<file path="config.mk">
export PLATFORM = sky130hd
export DESIGN_NAME = max7219_rx
export DESIGN_NICKNAME = d
export VERILOG_FILES = /design/src/rtl/max7219_rx.sv
export SDC_FILE = /design/constraint.sdc
export NUM_CORES = 1
export LEC_CHECK = 0
export BUFFER_PORTS_ARGS = -buffer_cell sky130_fd_sc_hd__buf_2
export CAP_MARGIN = 10
export CORE_MARGIN = 4
export CORE_UTILIZATION = 40
export CTS_CLUSTER_DIAMETER = 120
export CTS_CLUSTER_SIZE = 16
export DETAILED_ROUTE_END_ITERATION = 7
export SETUP_SLACK_MARGIN = 0.15
export SLEW_MARGIN = 40
export SYNTH_ARGS = -nofsm -noshare
export SYNTH_HDL_FRONTEND = slang
export SYNTH_SLANG_ARGS = --single-unit
</file>
<file path="constraint.sdc">
create_clock -name Clk_System -period 3.25 [get_ports Clk_System]
set_input_delay 0.1625 -clock Clk_System [delete_from_list [all_inputs] [get_ports Clk_System]]
set_output_delay 0.1625 -clock Clk_System [all_outputs]
set_load 0.02 [all_outputs]
</file>
<file path="src/rtl/max7219_rx.sv">
// Responder end of the MAX7219 3-wire serial interface: oversamples DIN/nCS/CLK,
// assembles 16-bit frames, decodes them into the register file and drives DOUT.
module max7219_rx #(
  parameter int FRAME_BITS  = 16,
  parameter int SYNC_STAGES = 2
) (
  input  logic       Clk_System,
  input  logic       Rst_System,
  input  logic       max7219_din,
  input  logic       max7219_ncs,
  input  logic       max7219_clk,
  output logic       max7219_dout,
  output logic       frame_valid,
  output logic       frame_err,
  output logic [3:0] frame_addr,
  output logic [7:0] frame_data,
  input  logic [2:0] digit_sel,
  output logic [7:0] digit_data,
  output logic [7:0] decode_mode,
  output logic [3:0] intensity,
  output logic [2:0] scan_limit,
  output logic       shutdown_n,
  output logic       display_test
);

  typedef enum logic [1:0] {
    S_IDLE  = 2'd0,
    S_SHIFT = 2'd1,
    S_LATCH = 2'd2
  } state_t;

  localparam logic [4:0] L_FULL = 5'd16;
  localparam logic [4:0] L_SAT  = 5'd31;

  logic [SYNC_STAGES-1:0] r_din_sync;
  logic [SYNC_STAGES-1:0] r_ncs_sync;
  logic [SYNC_STAGES-1:0] r_clk_sync;
  logic                   r_clk_d;
  logic                   r_ncs_d;

  state_t                 r_state;
  state_t                 w_state_next;
  logic                   w_clear;
  logic                   w_shift;
  logic                   w_dout_ld;
  logic                   w_latch;

  logic [FRAME_BITS-1:0]  r_shreg;
  logic [4:0]             r_count;
  logic                   r_dout;
  logic                   r_frame_valid;
  logic                   r_frame_err;
  logic [3:0]             r_frame_addr;
  logic [7:0]             r_frame_data;
  logic [7:0]             r_digit [8];
  logic [7:0]             r_decode_mode;
  logic [3:0]             r_intensity;
  logic [2:0]             r_scan_limit;
  logic                   r_shutdown_n;
  logic                   r_display_test;

  logic                   w_din_s;
  logic                   w_ncs_s;
  logic                   w_clk_s;
  logic                   w_clk_rise;
  logic                   w_clk_fall;
  logic                   w_ncs_rise;
  logic                   w_ncs_fall;
  logic                   w_full;
  logic [3:0]             w_addr;
  logic [7:0]             w_data;
  logic [2:0]             w_digit_idx;

  assign w_din_s     = r_din_sync[SYNC_STAGES-1];
  assign w_ncs_s     = r_ncs_sync[SYNC_STAGES-1];
  assign w_clk_s     = r_clk_sync[SYNC_STAGES-1];
  assign w_clk_rise  = w_clk_s & ~r_clk_d;
  assign w_clk_fall  = ~w_clk_s & r_clk_d;
  assign w_ncs_rise  = w_ncs_s & ~r_ncs_d;
  assign w_ncs_fall  = ~w_ncs_s & r_ncs_d;
  assign w_full      = (r_count >= L_FULL);
  assign w_addr      = r_shreg[11:8];
  assign w_data      = r_shreg[7:0];
  assign w_digit_idx = 3'(w_addr - 4'd1);

  // Synchronizer chains and edge-detect history
  always_ff @(posedge Clk_System or posedge Rst_System) begin
    if (Rst_System) begin
      r_din_sync <= {SYNC_STAGES{1'b0}};
      r_ncs_sync <= {SYNC_STAGES{1'b0}};
      r_clk_sync <= {SYNC_STAGES{1'b0}};
      r_clk_d    <= 1'b0;
      r_ncs_d    <= 1'b0;
    end else begin
      r_din_sync <= {r_din_sync[SYNC_STAGES-2:0], max7219_din};
      r_ncs_sync <= {r_ncs_sync[SYNC_STAGES-2:0], max7219_ncs};
      r_clk_sync <= {r_clk_sync[SYNC_STAGES-2:0], max7219_clk};
      r_clk_d    <= w_clk_s;
      // Frozen during LATCH so an nCS fall in that cycle is still seen in IDLE
      r_ncs_d    <= (r_state == S_LATCH) ? r_ncs_d : w_ncs_s;
    end
  end

  // FSM state register
  always_ff @(posedge Clk_System or posedge Rst_System) begin
    if (Rst_System) begin
      r_state <= S_IDLE;
    end else begin
      r_state <= w_state_next;
    end
  end

  // FSM next-state and control strobes
  always_comb begin
    w_state_next = r_state;
    w_clear      = 1'b0;
    w_shift      = 1'b0;
    w_dout_ld    = 1'b0;
    w_latch      = 1'b0;
    case (r_state)
      S_IDLE: begin
        if (w_ncs_fall) begin
          w_state_next = S_SHIFT;
          w_clear      = 1'b1;
        end else begin
          w_state_next = S_IDLE;
        end
      end
      S_SHIFT: begin
        w_shift   = w_clk_rise & ~w_ncs_s;
        w_dout_ld = w_clk_fall & ~w_ncs_s;
        if (w_ncs_rise) begin
          w_state_next = S_LATCH;
        end else begin
          w_state_next = S_SHIFT;
        end
      end
      S_LATCH: begin
        w_latch      = 1'b1;
        w_state_next = S_IDLE;
      end
      default: begin
        w_state_next = S_IDLE;
      end
    endcase
  end

  // Shift register, saturating bit counter and daisy-chain output
  always_ff @(posedge Clk_System or posedge Rst_System) begin
    if (Rst_System) begin
      r_shreg <= {FRAME_BITS{1'b0}};
      r_count <= 5'd0;
      r_dout  <= 1'b0;
    end else begin
      if (w_clear) begin
        r_shreg <= {FRAME_BITS{1'b0}};
        r_count <= 5'd0;
      end else if (w_shift) begin
        r_shreg <= {r_shreg[FRAME_BITS-2:0], w_din_s};
        if (r_count != L_SAT) begin
          r_count <= r_count + 5'd1;
        end
      end
      if (w_dout_ld) begin
        r_dout <= r_shreg[FRAME_BITS-1];
      end
    end
  end

  // Frame latch, status pulses and register file decode
  always_ff @(posedge Clk_System or posedge Rst_System) begin
    if (Rst_System) begin
      r_frame_valid  <= 1'b0;
      r_frame_err    <= 1'b0;
      r_frame_addr   <= 4'd0;
      r_frame_data   <= 8'd0;
      r_decode_mode  <= 8'd0;
      r_intensity    <= 4'd0;
      r_scan_limit   <= 3'd0;
      r_shutdown_n   <= 1'b0;
      r_display_test <= 1'b0;
      for (int i = 0; i < 8; i++) begin
        r_digit[i] <= 8'd0;
      end
    end else begin
      r_frame_valid <= w_latch & w_full;
      r_frame_err   <= w_latch & ~w_full;
      if (w_latch & w_full) begin
        r_frame_addr <= w_addr;
        r_frame_data <= w_data;
        case (w_addr)
          4'h1, 4'h2, 4'h3, 4'h4,
          4'h5, 4'h6, 4'h7, 4'h8: r_digit[w_digit_idx] <= w_data;
          4'h9:    r_decode_mode  <= w_data;
          4'hA:    r_intensity    <= w_data[3:0];
          4'hB:    r_scan_limit   <= w_data[2:0];
          4'hC:    r_shutdown_n   <= w_data[0];
          4'hF:    r_display_test <= w_data[0];
          default: ;
        endcase
      end
    end
  end

  assign max7219_dout = r_dout;
  assign frame_valid  = r_frame_valid;
  assign frame_err    = r_frame_err;
  assign frame_addr   = r_frame_addr;
  assign frame_data   = r_frame_data;
  assign digit_data   = r_digit[digit_sel];
  assign decode_mode  = r_decode_mode;
  assign intensity    = r_intensity;
  assign scan_limit   = r_scan_limit;
  assign shutdown_n   = r_shutdown_n;
  assign display_test = r_display_test;

endmodule
</file>
# Word-level counts from Yosys, hierarchy flattened
# Cells that the tools add are included.
# classes
add_sub_neg	2
order_cmp	4
n_eq_ne	16
n_mux	19
bitwise	15
reduce_logical	12
# ops
cell	count
$bwmux W64	1
$mux W16	2
$bmux W8 S3	1
$demux W8 S3	1
$eq A4 B4 Y1 const B	6
$mux W8	3
$eq A4 B3 Y1 const B	4
$mux W5	3
$reduce_and A2 Y1	7
$and A1 B1 Y1	8
$eq A4 B2 Y1 const B	2
$ge A4 B4 Y1 const B	2
$not A3 Y4	2
$reduce_or A8 Y1	1
$mux W1	6
$add A5 B1 Y5 const B	1
$ge A5 B5 Y1 const B	1
$ne A5 B5 Y1 const B	1
$not A1 Y1	5
$eq A4 B1 Y1 const B	1
$lt A4 B1 Y1 const B	1
$pmux W2 S2	1
$reduce_bool A2 Y1	2
$sub A3 B1 Y3 const B	1
other kinds (5)	5
# word_totals
register_bits	127
wordCells	94

# Logic depth before layout (Yosys ltp)
# Gate-level depths: netlist (run 1).
# depth
depth_word	7
mapped_depth	7
depth_no_buf	6

# Worst setup path after synthesis (run 1)
# No wires, ideal clock.
# synth_path
kind	reg2reg
start	reg r_shreg[8]
end	reg r_digit[0] in the netlist's numbering
setup_time_ns	0.125
t_arrival_ns	1.967
t_required_ns	3.125
slack_ns	1.158
stages_incl_launch_ff	7
period_less_slack_ns	2.092
cell_sequence	dfrtp_1 > inv_1 > ha_1 > o32ai_1 > and4bb_2 > buf_2 > mux2_2
# synth_between
elab_chain_len	7
word_cells_on_any_way	18
cone_classes	1 x add/sub; 2 x order compare; 8 x eq/ne; 3 x mux; 1 x bitwise; 3 x reduce/logical
# synth_rtl
item	line	rtl
start: declaration	48	logic [FRAME_BITS-1:0] r_shreg;
start signal: assignment	151	r_shreg <= {FRAME_BITS{1'b0}};
start signal: assignment	156	r_shreg <= {FRAME_BITS{1'b0}};
start signal: assignment	159	r_shreg <= {r_shreg[FRAME_BITS-2:0], w_din_s};
$sub A3 B1 Y3	84	assign w_digit_idx = 3'(w_addr - 4'd1);
$not A3 Y4 (implied by the code)	193	4'h5, 4'h6, 4'h7, 4'h8: r_digit[w_digit_idx] <= w_data;
$ge A4 B4 Y1 (implied by the code) / $lt A4 B1 Y1 (equally long branches)	193	
$logic_and A1 B1 Y1 (implied by the code)	193	
$mux W8 (implied by the code)	193	
$demux W8 S3	193	
$bwmux W64	193	
end signal: indexed assignment	193	
end: declaration	55	logic [7:0] r_digit [8];
# Parallel ways exist; a longest one is shown, timed or not.
# A chain may end at the register's enable or synchronous reset.

# Worst setup path in the final report (run 1)
# layout_path
start	reg r_shreg[8]
end	reg r_digit[32] in the netlist's numbering
# The elaborated chain is that of the path after synthesis.

==> results of run 1 <==
## cells in the mapped netlist (2+ instances only)
cell type	n
sky130_fd_sc_hd__dfrtp_1	127
sky130_fd_sc_hd__mux2_2	91
sky130_fd_sc_hd__nand2_1	38
sky130_fd_sc_hd__nor2_1	21
sky130_fd_sc_hd__mux2i_1	17
sky130_fd_sc_hd__mux4_2	16
sky130_fd_sc_hd__clkbuf_1	13
sky130_fd_sc_hd__buf_2	9
sky130_fd_sc_hd__and3_1	6
sky130_fd_sc_hd__ha_1	6
sky130_fd_sc_hd__inv_1	6
sky130_fd_sc_hd__nor3_1	5
sky130_fd_sc_hd__nand2b_1	4
sky130_fd_sc_hd__xnor2_1	4
sky130_fd_sc_hd__a21oi_1	3
sky130_fd_sc_hd__o21ai_0	3
sky130_fd_sc_hd__buf_1	2
sky130_fd_sc_hd__buf_6	2
sky130_fd_sc_hd__nand3_1	2
sky130_fd_sc_hd__nand3b_1	2
sky130_fd_sc_hd__nand4_1	2
sky130_fd_sc_hd__nor2b_1	2
## logic make-up after synthesis
group	synth area share, %
adder cells (fa/ha/maj)	1.37
AO/OA/AOI/OAI	1.01
XOR/XNOR	0.640
multiplexers	28.4
buffers and inverters	2.68
flip-flops	58.1
AND/OR/NAND/NOR	7.80
## metrics by stage
stage	hold slack [ns]	util [%]	total power, W	std cells
floorplan	0.194	-	0.00175	391
global placement	0.212	44.1	0.00179	593
detailed placement	0.221	44.1	0.00179	593
CTS	0.337	48.8	0.00367	629
global route	0.364	48.8	0.00376	629
finish	0.332	48.8	0.00363	629
## power groups by stage
stage          logic [W]  registers (W)  clock network (W)
3_3_place_gp    0.000122        0.00167                  0
6_report        0.000125        0.00164            0.00186
4_1_cts         0.000130        0.00164            0.00190
3_5_place_dp    0.000125        0.00167                  0
5_1_grt         0.000141        0.00165            0.00197
2_1_floorplan   0.000101        0.00165                  0
## how the worst max path moves through the flow
stage	startpoint	endpoint	slack, ns
2_1_floorplan	r_shreg[8]	r_digit[0]	1.16
3_3_place_gp	r_shreg[8]	r_digit[34]	0.76
3_5_place_dp	r_shreg[8]	r_digit[32]	0.74
4_1_cts	r_shreg[8]	r_digit[32]	0.71
5_1_grt	r_shreg[8]	r_digit[32]	0.49
6_report	r_shreg[8]	r_digit[32]	0.71
## flip-flops by register name, indices dropped and copies added (netlist names)
name	cells
frame_data	8
display_test	1
r_ncs_sync	2
r_count	5
r_din_sync	2
r_shreg	16
frame_err	1
r_state	2
max7219_dout	1
r_clk_sync	2
intensity	4
frame_valid	1
scan_limit	3
r_clk_d	1
frame_addr	4
r_ncs_d	1
shutdown_n	1
decode_mode	8
r_digit	64
## repair_timing
| item | in CTS | in global routing |
|---|---|---|
| hold buffers | 4 | 0 |
| buffers inserted | 0 | 0 |
| endpoints found under the hold margin | 22 | 0 |
## cell type report
type	instances	area [um2]	share of cell area, %
multi-input cells	232	2150	33.2
clock buffers	17	425	6.55
inverters	6	26.3	0.405
repair buffers	56	325	5.01
flip-flops and latches	127	3180	49.0
clock inverters	15	163	2.51
well taps	176	220	3.39
## worst max-delay path: stages (launching register included)
cell,delay [ns]
sky130_fd_sc_hd__dfrtp_1,0.45
sky130_fd_sc_hd__inv_1,0.14
sky130_fd_sc_hd__ha_1,0.36
sky130_fd_sc_hd__o32ai_1,0.47
sky130_fd_sc_hd__and3_1,0.60
sky130_fd_sc_hd__mux2_2,0.40
## per-layer routing
layer  wire length [um]  up-vias
met3                485       17
met1               5500     1680
met4                172        0
li1                   -     1484
met5                  0        -
met2               5810       76
==> run summary, run 1 <==
number of global-route vias before repair - 3437
switching fraction of total power - 23.2%
post-cts gate resize count - 0
biggest area consumer among synthesized cells - sky130_fd_sc_hd__dfrtp_1
clock-pin transition on the worst setup and hold timing paths - 0.06 ns
count of final setup violators - 0
net load switching power - 0.000843 W
part of the power in the clock network - 51.4%
Critical Path Fanout Max - 8
Final Slew Violations - 0
type of the setup path with the least slack - reg -> reg
post-route setup TNS - 0 ns
Relative slew margins - 59.3%
ANT cells - 0
required time reported for the critical path endpoint - 3.55 ns
post-synth design cell area - 5470 um2
DRC Markers - 0
Die Y - 125 um
Pwr Density - 559 nW/um2
met1 usage - 22.2%
count of distinct cell types in the synthesized netlist - 32
count of synthesis-stage warnings from yosys - 0
post-DR wirelength/cell - 19.0 um
most common cell after layout, fill and taps aside - sky130_fd_sc_hd__dfrtp_1
Async SR Flop Fraction - 100%
Comb power frac - 3.4%
ports placed on the boundary - 48
number of optimization iterations in the first detailed-route pass - 4
biggest area contributors in the synthesized netlist - sky130_fd_sc_hd__dfrtp_1 58%, sky130_fd_sc_hd__mux2_2 19%, sky130_fd_sc_hd__mux4_2 6.6%
unrepaired setup endpoints after global routing - false
count of vias placed by the detailed router - 3257
Filler Cell Count - 1157
layer carrying the most global-route usage - met2
H-tree depth reported by CTS - 4
Hold Violations, Final - 0
average via count per standard cell - 5.18
Final Instance Area - 6490 um2
commonest register cell after synthesis - sky130_fd_sc_hd__dfrtp_1
GR Util All Layers - 16.5%
maximum number of buffers from clock root to sink - 2
sequential-to-total area share from yosys stat - 58.1%
CTS root buf - sky130_fd_sc_hd__clkbuf_16
minimum clock period - 2.54 ns
post-route setup slack - 0.710 ns
nets in the synthesized netlist - 405
count of port buffers added during placement - 47
post-DP HPWL - 7680 um
Internal Pwr Total - 0.00279 W
Worst Reg-to-Reg Cells - 5
clock latency of the later-clocked register in the worst-skew pair - 0.42 ns
synthesis-to-layout area growth - 18.6%
number of buffers created by CTS - 17
CTS sink cnt - 127
Iter 0 DRT Violations - 256
number of antenna violations at the first check in global routing - 0
number of nets still failing antenna checks after routing - 0
initial cell density of the core - 41.2%
total detailed-routing wirelength - 12000 um
remaining global-route overflow - 0
Worst R2R Start - r_shreg[8]
met2 track demand over resource in global routing - 26.0%
Max Cap Violations - 0
LEAKAGE - 3.41 nW
count of standard-cell rows - 42
total cell area at the placement stage - 5860 um2
pin count of the biggest net entering global routing - 78
measured slew at the worst slew-check pin - 0.608 ns
number of register bits inferred by synthesis - 127
final worst clock skew - 0.0114 ns
final period utilization - 78.2%
area of the die - 15600 um2
syn_area_per_cell - 14.0 um2
Std-Cell Core Area - 13300 um2
arrival time reported for the critical path endpoint - 2.84 ns
worst supply voltage drop on vdd - 0.347 mV
sequential share of power - 45.2%
element type at the critical path start - register
GR Layer Usage met3 - 4.82%
GPL Wtd Cong - 0.774
global-route wire length before repair - 19600 um
commonest cells after routing, fill and taps aside - 127 x sky130_fd_sc_hd__dfrtp_1, 91 x sky130_fd_sc_hd__mux2_2, 47 x sky130_fd_sc_hd__buf_2
fraction of layout instances using a drive strength above 1 - 43.5%
endpoint of the lowest-slack register-to-register path - r_digit[32]
DIE WIDTH - 125 um
final layout net count - 454
count of flip-flops with a built-in enable after synthesis - 0
outcome - complete, no violations
achievable frequency - 394 MHz
Yosys top cell area share - 58.1%
classification of the worst-slack hold path - in -> async
critical path capture point type - register
instance count of the mapped netlist - 391
post-placement setup slack - 0.738 ns
clock tree from TritonCTS - done
reg2reg setup slack - 0.71 ns
Note: power is estimated with default switching activity, not from simulation.
==> run 2, diff against run 1 <==
--- a/config.mk
+++ b/config.mk
@@ -5,6 +5,7 @@
 export SDC_FILE = /design/constraint.sdc
 export NUM_CORES = 1
 export LEC_CHECK = 0
+export ABC_AREA = 1
 export BUFFER_PORTS_ARGS = -buffer_cell sky130_fd_sc_hd__buf_2
 export CAP_MARGIN = 10
 export CORE_MARGIN = 4
==> constraint.sdc (replaced) <==
create_clock -name Clk_System -period 2 [get_ports Clk_System]
set_input_delay 0.1 -clock Clk_System [delete_from_list [all_inputs] [get_ports Clk_System]]
set_output_delay 0.1 -clock Clk_System [all_outputs]
set_load 0.02 [all_outputs]
==> run 2 against run 1 <==
Net effect:
- largest cell class unchanged
- critical path depth grew 4
- total power grew 69%
- cell count grew 52%
- worst setup slack lost 0.44 ns
- sequential power grew 65%
- combinational power grew to 3.4 times the previous value
==> run summary, run 2 <==
most common cell after layout, fill and taps aside - sky130_fd_sc_hd__nand2_1
post-route setup TNS - 0 ns (unchanged)
count of final setup violators - 0 (unchanged)
required time reported for the critical path endpoint - 2.31 ns (-1.24 ns)
minimum clock period - 1.73 ns (-0.808 ns)
post-placement setup slack - 0.104 ns (-0.634 ns)
most used standard cell by instance count after synthesis - sky130_fd_sc_hd__nand2_1
nets in the synthesized netlist - 711 (+76%)
Relative slew margins - 51.6% (-7.7 points)
Die Y - 129 um (+2.9%)
power after layout - 0.00614 W (+69%)
syn_area_per_cell - 8.34 um2 (-40%)
Worst R2R Start - r_shreg[8]
Final Slew Violations - 0 (unchanged)
arrival time reported for the critical path endpoint - 2.04 ns (-0.80 ns)
Critical Path Fanout Max - 8 (unchanged)
total cell area at the placement stage - 6280 um2 (+7.2%)
area of the die - 16500 um2 (+5.8%)
global-route wire length before repair - 25200 um (+28%)
Iter 0 DRT Violations - 624 (+140%)
DRC Markers - 0 (unchanged)
Yosys top cell area share - 54.7% (-3.4 points)
GR Util All Layers - 19.4% (+2.9 points)
post-DP HPWL - 10000 um (+30%)
biggest area contributors in the synthesized netlist - sky130_fd_sc_hd__dfrtp_1 55%, sky130_fd_sc_hd__nand2_1 14%, sky130_fd_sc_hd__o21ai_0 7.1%
maximum number of buffers from clock root to sink - 2 (unchanged)
worst supply voltage drop on vdd - 0.703 mV (+100%)
ANT cells - 0 (unchanged)
top cells by instance count after synthesis - 217 x sky130_fd_sc_hd__nand2_1, 127 x sky130_fd_sc_hd__dfrtp_1, 82 x sky130_fd_sc_hd__o21ai_0
number of buffers created by CTS - 17 (unchanged)
remaining global-route overflow - 0 (unchanged)
LEAKAGE - 3.72 nW (+9.1%)
Pwr Density - 872 nW/um2 (+56%)
post-synth design cell area - 5810 um2 (+6.2%)
sequential-to-total area share from yosys stat - 54.7% (-3.4 points)
final period utilization - 86.6% (+8.4 points)
final layout net count - 776 (+71%)
commonest register cell after synthesis - sky130_fd_sc_hd__dfrtp_1
register with the most flip-flops - r_digit
number of global-route vias before repair - 4837 (+41%)
top flop regs - r_digit: 64 flops, r_shreg: 16 flops
classification of the worst-slack hold path - in -> reg
max reg flops - 64 (unchanged)
number of nets still failing antenna checks after routing - 0 (unchanged)
count of vias placed by the detailed router - 5039 (+55%)
Std-Cell Core Area - 14000 um2 (+5.6%)
initial cell density of the core - 41.4% (+0.23 points)
clock tree from TritonCTS - done
CTS sink cnt - 127 (unchanged)
origin of the worst min-delay path - max7219_din
synthesis-to-layout area growth - 21.2%
post-route setup slack - 0.268 ns (-0.442 ns)
element type at the critical path start - register
number of optimization iterations in the first detailed-route pass - 5 (+1)
type of the setup path with the least slack - reg -> reg
commonest cells after routing, fill and taps aside - 217 x sky130_fd_sc_hd__nand2_1, 127 x sky130_fd_sc_hd__dfrtp_1, 82 x sky130_fd_sc_hd__o21ai_0
Filler Cell Count - 1325 (+15%)
measured slew at the worst slew-check pin - 0.726 ns (+0.117 ns)
count of port buffers added during placement - 47 (unchanged)
GPL Wtd Cong - 0.828 (+7.0%)
CTS root buf - sky130_fd_sc_hd__clkbuf_16
unrepaired setup endpoints after global routing - true
biggest area consumer among synthesized cells - sky130_fd_sc_hd__dfrtp_1
achievable frequency - 578 MHz (+47%)
fraction of layout instances using a drive strength above 1 - 18.2% (-25 points)
DIE WIDTH - 129 um (+2.9%)
outcome - complete, no violations
count of standard-cell rows - 43 (+2.4%)
average via count per standard cell - 5.28 (+1.9%)
count of flip-flops with a built-in enable after synthesis - 0 (unchanged)
final worst clock skew - 0.00616 ns (-0.00527 ns)
Final Instance Area - 7040 um2 (+8.5%)
number of antenna violations at the first check in global routing - 0 (unchanged)
number of register bits inferred by synthesis - 127 (unchanged)
post-DR wirelength/cell - 16.0 um (-16%)
instance count of the mapped netlist - 697 (+78%)
pin count of the biggest net entering global routing - 128 (+64%)
ports placed on the boundary - 48 (unchanged)
Async SR Flop Fraction - 100% (unchanged)
count of synthesis-stage warnings from yosys - 0 (unchanged)
clock latency of the later-clocked register in the worst-skew pair - 0.42 ns (about the same)
Hold Violations, Final - 0 (unchanged)
Critical Path Start - r_shreg[8]
count of distinct cell types in the synthesized netlist - 27 (-16%)
Max Cap Violations - 0 (unchanged)
clock-pin transition on the worst setup and hold timing paths - 0.06 ns (about the same)
critical path capture point type - register
total detailed-routing wirelength - 15300 um (+28%)
H-tree depth reported by CTS - 4 (unchanged)
run 2: cell count changes after synthesis, moves of 9 or more:
cell	before	now
sky130_fd_sc_hd__nand2_2	0	9
sky130_fd_sc_hd__nand2_1	38	217
sky130_fd_sc_hd__mux2_2	91	0
sky130_fd_sc_hd__o21ai_0	3	82
sky130_fd_sc_hd__nor2_1	21	68
sky130_fd_sc_hd__inv_1	6	28
sky130_fd_sc_hd__mux2i_1	17	0
sky130_fd_sc_hd__nand3_1	2	50
sky130_fd_sc_hd__mux4_2	16	0
sky130_fd_sc_hd__nand4_1	2	42
run 2: report_power, final:
| group | internal (W) | switching, W |
|---|---|---|
| clock network | 0.00186 | 0.00116 |
| logic | 0.000112 | 0.000307 |
| registers | 0.00262 | 0.0000776 |
| total | 0.00460 | 0.00154 |
run 2: final cells by class:
| class | count | area (um2) | share of cell area, % |
|---|---|---|---|
| multi-input cells | 502 | 2390 | 33.9 |
| clock inverters | 14 | 141 | 2.01 |
| repair buffers | 82 | 544 | 7.73 |
| well taps | 180 | 225 | 3.20 |
| inverters | 32 | 124 | 1.76 |
| clock buffers | 18 | 439 | 6.24 |
| flip-flops and latches | 127 | 3180 | 45.1 |
run 2: cells by family after synthesis:
logic type / after synthesis / synth area share, %
AND/OR/NAND/NOR: 399 / 30.3
flip-flops: 127 / 54.7
AO/OA/AOI/OAI: 96 / 8.40
buffers and inverters: 68 / 5.19
adder cells (fa/ha/maj): 6 / 1.29
XOR/XNOR: 1 / 0.151
run 2: what timing repair did:
action / 4_1_cts / 5_1_grt
hold buffers: 4 / 0
pin swaps: 0 / 4
resized for setup: 3 / 12
endpoints found under the hold margin: 130 / 0
buffers inserted: 0 / 9
endpoints found under the setup margin: 24 / 58
run 2: worst paths after layout:
check                                 to  cells after the start  slack, ns
setup / recovery             r_digit[11]                      9       0.27
hold / removal             r_din_sync[0]                      2       0.31
setup reg to reg             r_digit[11]                      9       0.27
hold reg to reg            r_ncs_sync[1]                      0       0.35
max in group asynchronous    r_digit[24]                      4       1.04
min in group asynchronous      frame_err                      4       0.36
run 2: through the flow:
stage               cells  hold slack [ns]  util, %
finish                955            0.310     50.1
global route          955            0.306     50.1
CTS                   946            0.293     49.3
detailed placement    910            0.209     44.8
global placement      910            0.209     44.8
floorplan             697            0.131        -
run 2: metal layers:
metal  global-route usage (%)  wire length, um
met5                        0                0
met3                     5.02             1020
met2                     30.3             7280
met1                     26.6             6720
met4                     6.18              275
run 2: worst max-delay path: stages, from the launching register on:
cell	delay (ns)
sky130_fd_sc_hd__dfrtp_1	0.43
sky130_fd_sc_hd__inv_1	0.13
sky130_fd_sc_hd__ha_2	0.22
sky130_fd_sc_hd__inv_1	0.05
sky130_fd_sc_hd__nand2_2	0.16
sky130_fd_sc_hd__nand3_2	0.15
sky130_fd_sc_hd__nor2_4	0.17
sky130_fd_sc_hd__nand2_2	0.16
sky130_fd_sc_hd__nand2_1	0.10
sky130_fd_sc_hd__nand2_1	0.05
